File: config.mk
export PLATFORM = sky130hd
export DESIGN_NAME = pc_fetch_unit
export DESIGN_NICKNAME = d
export VERILOG_FILES = /design/src/rtl/pc_fetch_unit.sv
export SDC_FILE = /design/constraint.sdc
export NUM_CORES = 1
export LEC_CHECK = 0
export CAP_MARGIN = 0
export CORE_MARGIN = 4
export CORE_UTILIZATION = 45
export DETAILED_ROUTE_END_ITERATION = 10
export PLACE_DENSITY_LB_ADDON = 0.25
export SLEW_MARGIN = 20
export SYNTH_ARGS = -nofsm -noshare
export SYNTH_HDL_FRONTEND = slang
export SYNTH_SLANG_ARGS = --single-unit
File: constraint.sdc
create_clock -name clk -period 5.2 [get_ports clk]
set_clock_uncertainty 0.1 [all_clocks]
set_input_delay 0.78 -clock clk [delete_from_list [all_inputs] [get_ports clk]]
set_output_delay 0.78 -clock clk [all_outputs]
set_load 0.03 [all_outputs]
File: src/rtl/pc_fetch_unit.sv
// ============================================================================
// pc_fetch_unit : architectural PC, next-PC select, fetch-fault trap, halt.
// Rev 1.0
// ============================================================================
`default_nettype none

module pc_fetch_unit #(
  parameter logic [31:0] RESET_VECTOR = 32'h0000_0000,
  parameter logic [31:0] TRAP_VECTOR  = 32'h0000_0100,
  parameter int          IMEM_AW      = 10
) (
  input  logic               clk,
  input  logic               rst,
  input  logic               stall,
  input  logic [1:0]         pc_src,
  input  logic [31:0]        imm_ext,
  input  logic [31:0]        rs1_data,
  input  logic               halt_req,
  output logic [31:0]        PC_out_address,
  output logic [IMEM_AW-1:0] imem_word_index,
  output logic [31:0]        pc_plus4,
  output logic               pc_valid,
  output logic               trap,
  output logic [1:0]         trap_cause,
  output logic [31:0]        trap_epc,
  output logic               halted,
  output logic [63:0]        retired_count
);

  typedef enum logic [1:0] {
    BOOT = 2'd0,
    RUN  = 2'd1,
    TRAP = 2'd2,
    HALT = 2'd3
  } state_t;

  localparam logic [1:0] CAUSE_NONE  = 2'b00;
  localparam logic [1:0] CAUSE_ALIGN = 2'b01;
  localparam logic [1:0] CAUSE_RANGE = 2'b10;

  state_t      state_q;
  logic [31:0] pc_q;
  logic        trap_q;
  logic [1:0]  trap_cause_q;
  logic [31:0] trap_epc_q;
  logic [63:0] retired_q;

  logic [31:0] target_d;
  logic [1:0]  fault_cause_d;

  always_comb begin
    target_d      = pc_q + 32'd4;
    fault_cause_d = CAUSE_NONE;
    case (pc_src)
      2'b01:   target_d = pc_q + imm_ext;
      2'b10:   target_d = (rs1_data + imm_ext) & 32'hFFFF_FFFE;
      default: target_d = pc_q + 32'd4;
    endcase
    // Alignment takes precedence over range; wrapped targets land in the range check.
    if (target_d[1:0] != 2'b00) begin
      fault_cause_d = CAUSE_ALIGN;
    end else if ((target_d >> (IMEM_AW + 2)) != 32'd0) begin
      fault_cause_d = CAUSE_RANGE;
    end
  end

  always_ff @(posedge clk) begin
    if (rst) begin
      state_q      <= BOOT;
      pc_q         <= RESET_VECTOR;
      trap_q       <= 1'b0;
      trap_cause_q <= CAUSE_NONE;
      trap_epc_q   <= 32'd0;
      retired_q    <= 64'd0;
    end else begin
      trap_q <= 1'b0;
      case (state_q)
        BOOT: state_q <= RUN;
        RUN: begin
          if (stall) begin
            state_q <= RUN;
          end else if (halt_req) begin
            state_q   <= HALT;
            retired_q <= retired_q + 64'd1;
          end else if (fault_cause_d != CAUSE_NONE) begin
            state_q      <= TRAP;
            pc_q         <= TRAP_VECTOR;
            trap_epc_q   <= pc_q;
            trap_cause_q <= fault_cause_d;
            trap_q       <= 1'b1;
          end else begin
            pc_q      <= target_d;
            retired_q <= retired_q + 64'd1;
          end
        end
        TRAP:    state_q <= RUN;
        default: state_q <= HALT;
      endcase
    end
  end

  assign PC_out_address  = pc_q;
  assign imem_word_index = pc_q[IMEM_AW+1:2];
  assign pc_plus4        = pc_q + 32'd4;
  assign pc_valid        = (state_q == RUN) && !rst;
  assign halted          = (state_q == HALT) && !rst;
  assign trap            = trap_q;
  assign trap_cause      = trap_cause_q;
  assign trap_epc        = trap_epc_q;
  assign retired_count   = retired_q;

endmodule

`default_nettype wire

==> impl_metrics.py, run 1 <==
metrics = {
    "clock_tree": {
        "cts-root-buf": "clkbuf_16",
        "cts-htree-levels": 4,
        "clock-sinks": 133,
        "clock_latency_ps": 420,
        "cts_tree": "built",
        "cts-resized-gates": 0,
        "post_cts_buffers": 0,
        "numCtsBuffers": 17,
        "holdBufCountCts": 0,
        "clk_pin_slew_worst_paths_ps": 60,
        "clockBufferDepth": 2,
    },
    "detailed_routing": {
        "vias": 11766,
        "drtPass1Iterations": 5,
        "drtIter0Drc": 923,
        "wl_um": 36600,
        "antenna_left": 0,
        "drc_errors": 0,
        "wl_per_cell_um": 18.8,
        "vias_per_cell": 6.02,
    },
    "floorplan": {
        "initial_core_util_pct": 46.2,
        "rows": 55,
        "num_io_pins": 245,
        "dieArea_mm2": 0.0261,
        "die_height_um": 161,
        "core_mm2": 0.0229,
        "die_x_um": 161,
    },
    "critical_path": {
        "critPathKind": "input port to register",
        "path_buf_inv": 3,
        "critPathLaunchType": "input port",
        "crit_chain": "clkdlybuf4s50_1 > ha_1 > and3_1 > and3_1 > nor3_1 > a31oi_1 > a31oi_1 > buf_4 > mux2i_1 > o32ai_1 > nor4bb_2 > and4b_2 > a21oi_4 > buf_12 > or4_1 > a21oi_1",
        "cp_data_arrival_time_ps": 5290,
        "slowest_delay_ps": 540,
        "cpLargestDelayFamily": "simple AND/OR/NAND/NOR gates",
        "worstSetupEndpointType": "register",
        "path_max_fanout": 37,
        "critPathSlowestCell": "or4_1",
        "worstPathRequired_ps": 5440,
    },
    "synth": {
        "synthAdderAreaFrac_pct": 8.06,
        "ys_async_sr_fraction_pct": 0,
        "synth_xor_area_share_pct": 6.86,
        "syn_inst": 1350,
        "yosysTopAreaCell": "dfxtp_1",
        "yosysUniqueCellTypes": 80,
        "synth_compound_area_share_pct": 24.6,
        "synth_top_family_by_area": "simple AND/OR/NAND/NOR gates",
        "netlist_top_cells_area": "dfxtp_1 (25%), ha_1 (7.7%), a21oi_1 (6.9%), or4_1 (5.0%), o31ai_1 (4.5%)",
        "synth_edf_count": 0,
        "synthMuxAreaShare_pct": 3.41,
        "synth-simple-area-share_pct": 26.2,
        "yosysSeqAreaShare_pct": 25.1,
        "netlist.area_leader.share_pct": 25.1,
        "yosys_warnings": 0,
        "ys.flop_type": "dfxtp_1",
        "synth_area_mm2": 0.0106,
        "yosys_register_bits": 133,
        "syn_nets": 1487,
        "avgSynthCellArea_um2": 7.85,
    },
    "global_routing": {
        "grt_usage_pct": 27.0,
        "grt_pass1_vias": 10910,
        "grt_max_degree": 63,
        "grt_overflow": 0,
        "antenna_found_initial": 1,
        "grt_pass1_wl_um": 58200,
    },
    "cells_and_area": {
        "multiInputGateArea_mm2": 0.00736,
        "finalNonFillerCells": 1954,
        "fin_nets": 1765,
        "drive_gt1_share_pct": 11.0,
        "fillCellCount": 2053,
        "n_antenna_cell": 0,
        "area_growth_pct": 36.7,
        "regArea_mm2": 0.00266,
    },
    "sta": {
        "tightestPinTransition_ps": 1060,
        "max_freq_mhz": 198,
        "finalCriticalPeriod_ps": 5050,
        "grt_setup_unrepaired": "false",
        "setup-violations-final": 0,
        "drv_slew": 0,
        "layout_setup_ws_ps": 148,
        "post-route-period-util_pct": 97.2,
        "relSlewSlack_pct": 29.6,
        "hold_viol": 0,
    },
    "place": {
        "gp_congestion": 0.961,
        "hpwl_um": 27800,
        "dp_slack_ps": -287,
        "post-place-cells": 1922,
        "portBuffers": 244,
    },
    "power": {
        "p_leak_nw": 5.44,
        "max-vdd-ir-drop_mv": 0.195,
        "power_mw": 2.79,
        "power.density_mw_per_mm2": 193,
    },
    "run_status": {
        "status": "finished, final reports clean",
    },
    "hold_path": {
        "worstHoldPathType": "register to register",
    },
    "flow_run": {
        "maxCapViolCount": 0,
    },
}
[power breakdown]
group          switching, mW  internal, mW  total (mW)
Sequential           0.00321          1.02        1.03
Combinational          0.358         0.286       0.644
Clock                  0.489         0.633        1.12
Total                  0.851          1.94        2.79
[tightest hold or removal path, delay by kind of cell, from the launching register on]
kind | cells | cell delay [ps]
simple gates | 1 | 60
compound gates | 1 | 50
flops | 1 | 330
[final timing paths]
path / to / startpoint / slack [ps] / depth (start not counted)
min reg2reg: PC_out_address[3] / PC_out_address[3] / 390 / 2
max reg2reg: retired_count[51] / PC_out_address[2] / 340 / 13
min: PC_out_address[3] / PC_out_address[3] / 390 / 2
max: retired_count[51] / imm_ext[6] / 150 / 16
[per-stage QoR]
step                      hold slack, ps  setup TNS [ps]  util (%)  cell area [um2]
after floorplan                      503               0         -            10600
after global placement               372          -18630      60.6            13900
after detailed placement             382          -17270      60.6            13900
after CTS                            391               0      63.1            14500
after global routing                 420               0      63.2            14500
final                                390               0      63.2            14500
[synth_stat cells (14+ instances only)]
cell      number
ha_1          65
nand3_1       50
and2_1        18
mux2i_1       35
nor3_1        14
nor2_1        84
and4_1        14
inv_1         28
clkbuf_1      71
nand2_1      112
a21o_1        24
xnor2_1       50
a31oi_1       18
dfxtp_1      133
nand4_1       40
and3_1        48
xor2_1        33
or4_1         70
o31ai_1       64
a21oi_1      146
o21ai_0       44
[flip-flops by register name, indices dropped and copies added, names as in the netlist]
signal	flops
PC_out_address	32
trap	1
retired_count	64
trap_cause	2
trap_epc	32
state_q	2
[cell usage in the layout, fill, tap and decap left out, types with 5 or more instances in the layout]
cell / netlist / final
a211oi_1: 11 / 9
a21o_1: 24 / 24
a21oi_1: 146 / 146
a221oi_1: 12 / 12
a31oi_1: 18 / 18
and2_1: 18 / 18
and3_1: 48 / 48
and4_1: 14 / 14
buf_12: 0 / 5
buf_4: 13 / 115
clkbuf_16: 0 / 17
clkdlybuf4s50_1: 0 / 243
clkinvlp_4: 0 / 5
dfxtp_1: 133 / 133
ha_1: 65 / 65
inv_1: 28 / 28
mux2i_1: 35 / 35
nand2_1: 112 / 112
nand2b_1: 5 / 5
nand3_1: 50 / 49
nand4_1: 40 / 40
nor2_1: 84 / 84
nor2b_1: 10 / 10
nor3_1: 14 / 14
o2111ai_1: 5 / 5
o211ai_1: 8 / 8
o21a_1: 13 / 13
o21ai_0: 44 / 44
o31ai_1: 64 / 64
or3_1: 6 / 6
or4_1: 70 / 70
xnor2_1: 50 / 50
xor2_1: 33 / 33
[metal layers]
metal / GRT usage [%] / part of all wire [%] / vias to the layer above
li1: - / - / 5679
met1: 37.5 / 45 / 5553
met2: 41.9 / 45 / 459
met3: 5.66 / 7.3 / 73
met4: 8.96 / 3.2 / 2
met5: 0 / 0.035 / -
[layout make-up]
class	instances	area share [%]
inverters	28	0.726
flip-flops and latches	133	18.4
clock inverters	14	0.821
well taps	313	2.71
repair buffers	363	23.5
multi-input cells	1085	50.9
clock buffers	18	3.03
[logic make-up (layout without fill, tap and decap cells)]
kind of cell | count (synthesis) | count (layout)
AND/OR/NAND/NOR | 498 | 498
AO/OA/AOI/OAI | 401 | 401
flip-flops | 133 | 133
buffers and inverters | 132 | 423
XOR/XNOR | 83 | 83
adder cells (fa/ha/maj) | 67 | 67
multiplexers | 36 | 36
No activity file was read; power rests on OpenSTA's default activity.
==> inputs of run 2 (changes only) <==
--- a/config.mk
+++ b/config.mk
@@ -7,7 +7,7 @@
 export LEC_CHECK = 0
 export CAP_MARGIN = 0
 export CORE_MARGIN = 4
-export CORE_UTILIZATION = 45
+export CORE_UTILIZATION = 35
 export DETAILED_ROUTE_END_ITERATION = 10
 export PLACE_DENSITY_LB_ADDON = 0.25
 export SLEW_MARGIN = 20
==> impl_metrics.py, run 2 (synthesized netlist as in run 1, its figures left out) <==
metrics = {
    "run_status": {
        "status": "finished, final reports clean",
    },
    "cells_and_area": {
        "final_cell_area_mm2": 0.0145,
        "n_antenna_cell": 0,
        "fin_util_pct": 48.8,
        "area_growth_pct": 37.0,
        "regArea_mm2": 0.00266,
        "finalNonFillerCells": 2017,
        "multiInputGateArea_mm2": 0.00736,
        "final_common_cell": "clkdlybuf4s50_1",
        "final_cell_mix": "clkdlybuf4s50_1 (243), a21oi_1 (146), dfxtp_1 (133), nand2_1 (112), buf_4 (102)",
        "fillCellCount": 2926,
        "drive_gt1_share_pct": 10.1,
        "largest_reg_flops": 64,
        "fin_nets": 1751,
    },
    "detailed_routing": {
        "vias_per_cell": 5.73,
        "drtPass1Iterations": 5,
        "vias": 11557,
        "wl_per_cell_um": 18.5,
        "antenna_left": 0,
        "drtIter0Drc": 727,
        "wl_um": 37300,
        "drc_errors": 0,
    },
    "sta": {
        "hold_viol": 0,
        "drv_slew": 0,
        "tns_ps": 0,
        "tightestPinTransition_ps": 1020,
        "relSlewSlack_pct": 32.2,
        "holdWs_ps": 389,
        "setup-violations-final": 0,
        "finalCriticalPeriod_ps": 4940,
        "post-route-period-util_pct": 95.0,
        "layout_setup_ws_ps": 258,
        "max_freq_mhz": 202,
    },
    "critical_path": {
        "worstSetupEndpointType": "register",
        "cp_data_arrival_time_ps": 5180,
        "critPathSlowestCell": "or4_1",
        "critPathKind": "input port to register",
        "path_max_fanout": 60,
        "ff2ff_path_depth": 13,
        "slowest_delay_ps": 520,
        "worstPathRequired_ps": 5440,
        "crit_chain": "clkdlybuf4s50_1 > ha_1 > inv_1 > fa_1 > nor2b_1 > o2111ai_1 > nand2_1 > a31oi_1 > o41ai_2 > buf_4 > a41oi_1 > xnor2_1 > a221oi_1 > and4b_2 > a21oi_4 > buf_12 > or4_1 > a21oi_1",
        "critPathLaunchType": "input port",
    },
    "clock_tree": {
        "holdBufCountCts": 0,
        "cts_tree": "built",
        "cts-root-buf": "clkbuf_16",
        "numCtsBuffers": 17,
        "cts-htree-levels": 4,
        "clk_pin_slew_worst_paths_ps": 60,
        "post_cts_buffers": 0,
        "clockBufferDepth": 2,
        "clock-sinks": 133,
        "clock_latency_ps": 420,
    },
    "global_routing": {
        "antenna_found_initial": 0,
        "grt_max_degree": 84,
        "grt_pass1_vias": 10731,
        "grt_pass1_wl_um": 58900,
        "grt_overflow": 0,
        "grt_usage_pct": 21.6,
    },
    "power": {
        "power.internal_mw": 2.06,
        "clockPowerShare_pct": 43.4,
        "max-vdd-ir-drop_mv": 0.204,
        "power.share.switching_pct": 29.3,
        "p_comb_share_pct": 21.5,
        "p_leak_nw": 5.41,
        "sequentialPowerShare_pct": 35.1,
        "netSwitchingPower_mw": 0.855,
        "power_mw": 2.92,
        "power.density_mw_per_mm2": 201,
    },
    "floorplan": {
        "rows": 63,
        "initial_core_util_pct": 35.6,
        "die_height_um": 182,
        "die_x_um": 182,
        "dieArea_mm2": 0.0331,
        "num_io_pins": 245,
        "core_mm2": 0.0297,
    },
    "place": {
        "post-place-cells": 1985,
        "gp_congestion": 0.949,
        "portBuffers": 244,
        "dpl_cell_area_mm2": 0.0139,
        "dp_slack_ps": -152,
        "hpwl_um": 28600,
    },
    "hold_path": {
        "min_path_cells": 2,
        "worstHoldPathType": "register to register",
    },
    "flow_run": {
        "maxCapViolCount": 0,
    },
}
[run 2: cell count changes in the layout (fill, tap and decap cells not counted), sizes merged]
cell	previous run	this run
buf	120	106
bufinv	0	3
clkinv	4	2
clkinvlp	5	2
inv	33	35
[run 2: timing repair]
action / CTS / global route
resized for setup: 0 / 4
hold endpoints to repair: 0 / 0
endpoints found under the setup margin: 0 / 65
[run 2: per-layer routing]
layer | wire length (um) | vias up | GRT usage (%)
li1 | - | 5652 | -
met1 | 17100 | 5451 | 30.0
met2 | 16700 | 415 | 34.2
met3 | 2710 | 39 | 4.43
met4 | 805 | 0 | 5.52
met5 | 0 | - | 0
[run 2: final timing paths]
| kind | slack (ps) | endpoint | from |
|---|---|---|---|
| hold reg to reg | 390 | retired_count[42] | retired_count[42] |
| hold / removal | 390 | retired_count[42] | retired_count[42] |
| setup / recovery | 260 | retired_count[8] | imm_ext[0] |
| setup reg to reg | 590 | retired_count[8] | PC_out_address[3] |
[run 2: area by class of cell]
class                      instances  area share [%]
tap                              390            3.36
inverter                          28           0.724
clock buffer                      18            2.96
timing repair buffer             349            22.6
multi-input combinational       1085            50.7
clock inverter                    14            1.30
sequential                       133            18.3
[run 2: worst max-delay path, delay by kind of cell]
family	cells	cell delay (ps)
AO/OA/AOI/OAI	7	1450
AND/OR/NAND/NOR	4	1180
buffers and inverters	4	970
adder cells (fa/ha/maj)	2	610
XOR/XNOR	1	160
[run 2: power by group through the flow]
stage	sequential [mW]	combinational (mW)	clock (mW)
final	1.03	0.626	1.27
after global placement	1.05	0.615	0
after floorplan	1.05	0.373	0
after global routing	1.03	0.683	1.34
after detailed placement	1.05	0.616	0
after CTS	1.03	0.620	1.29
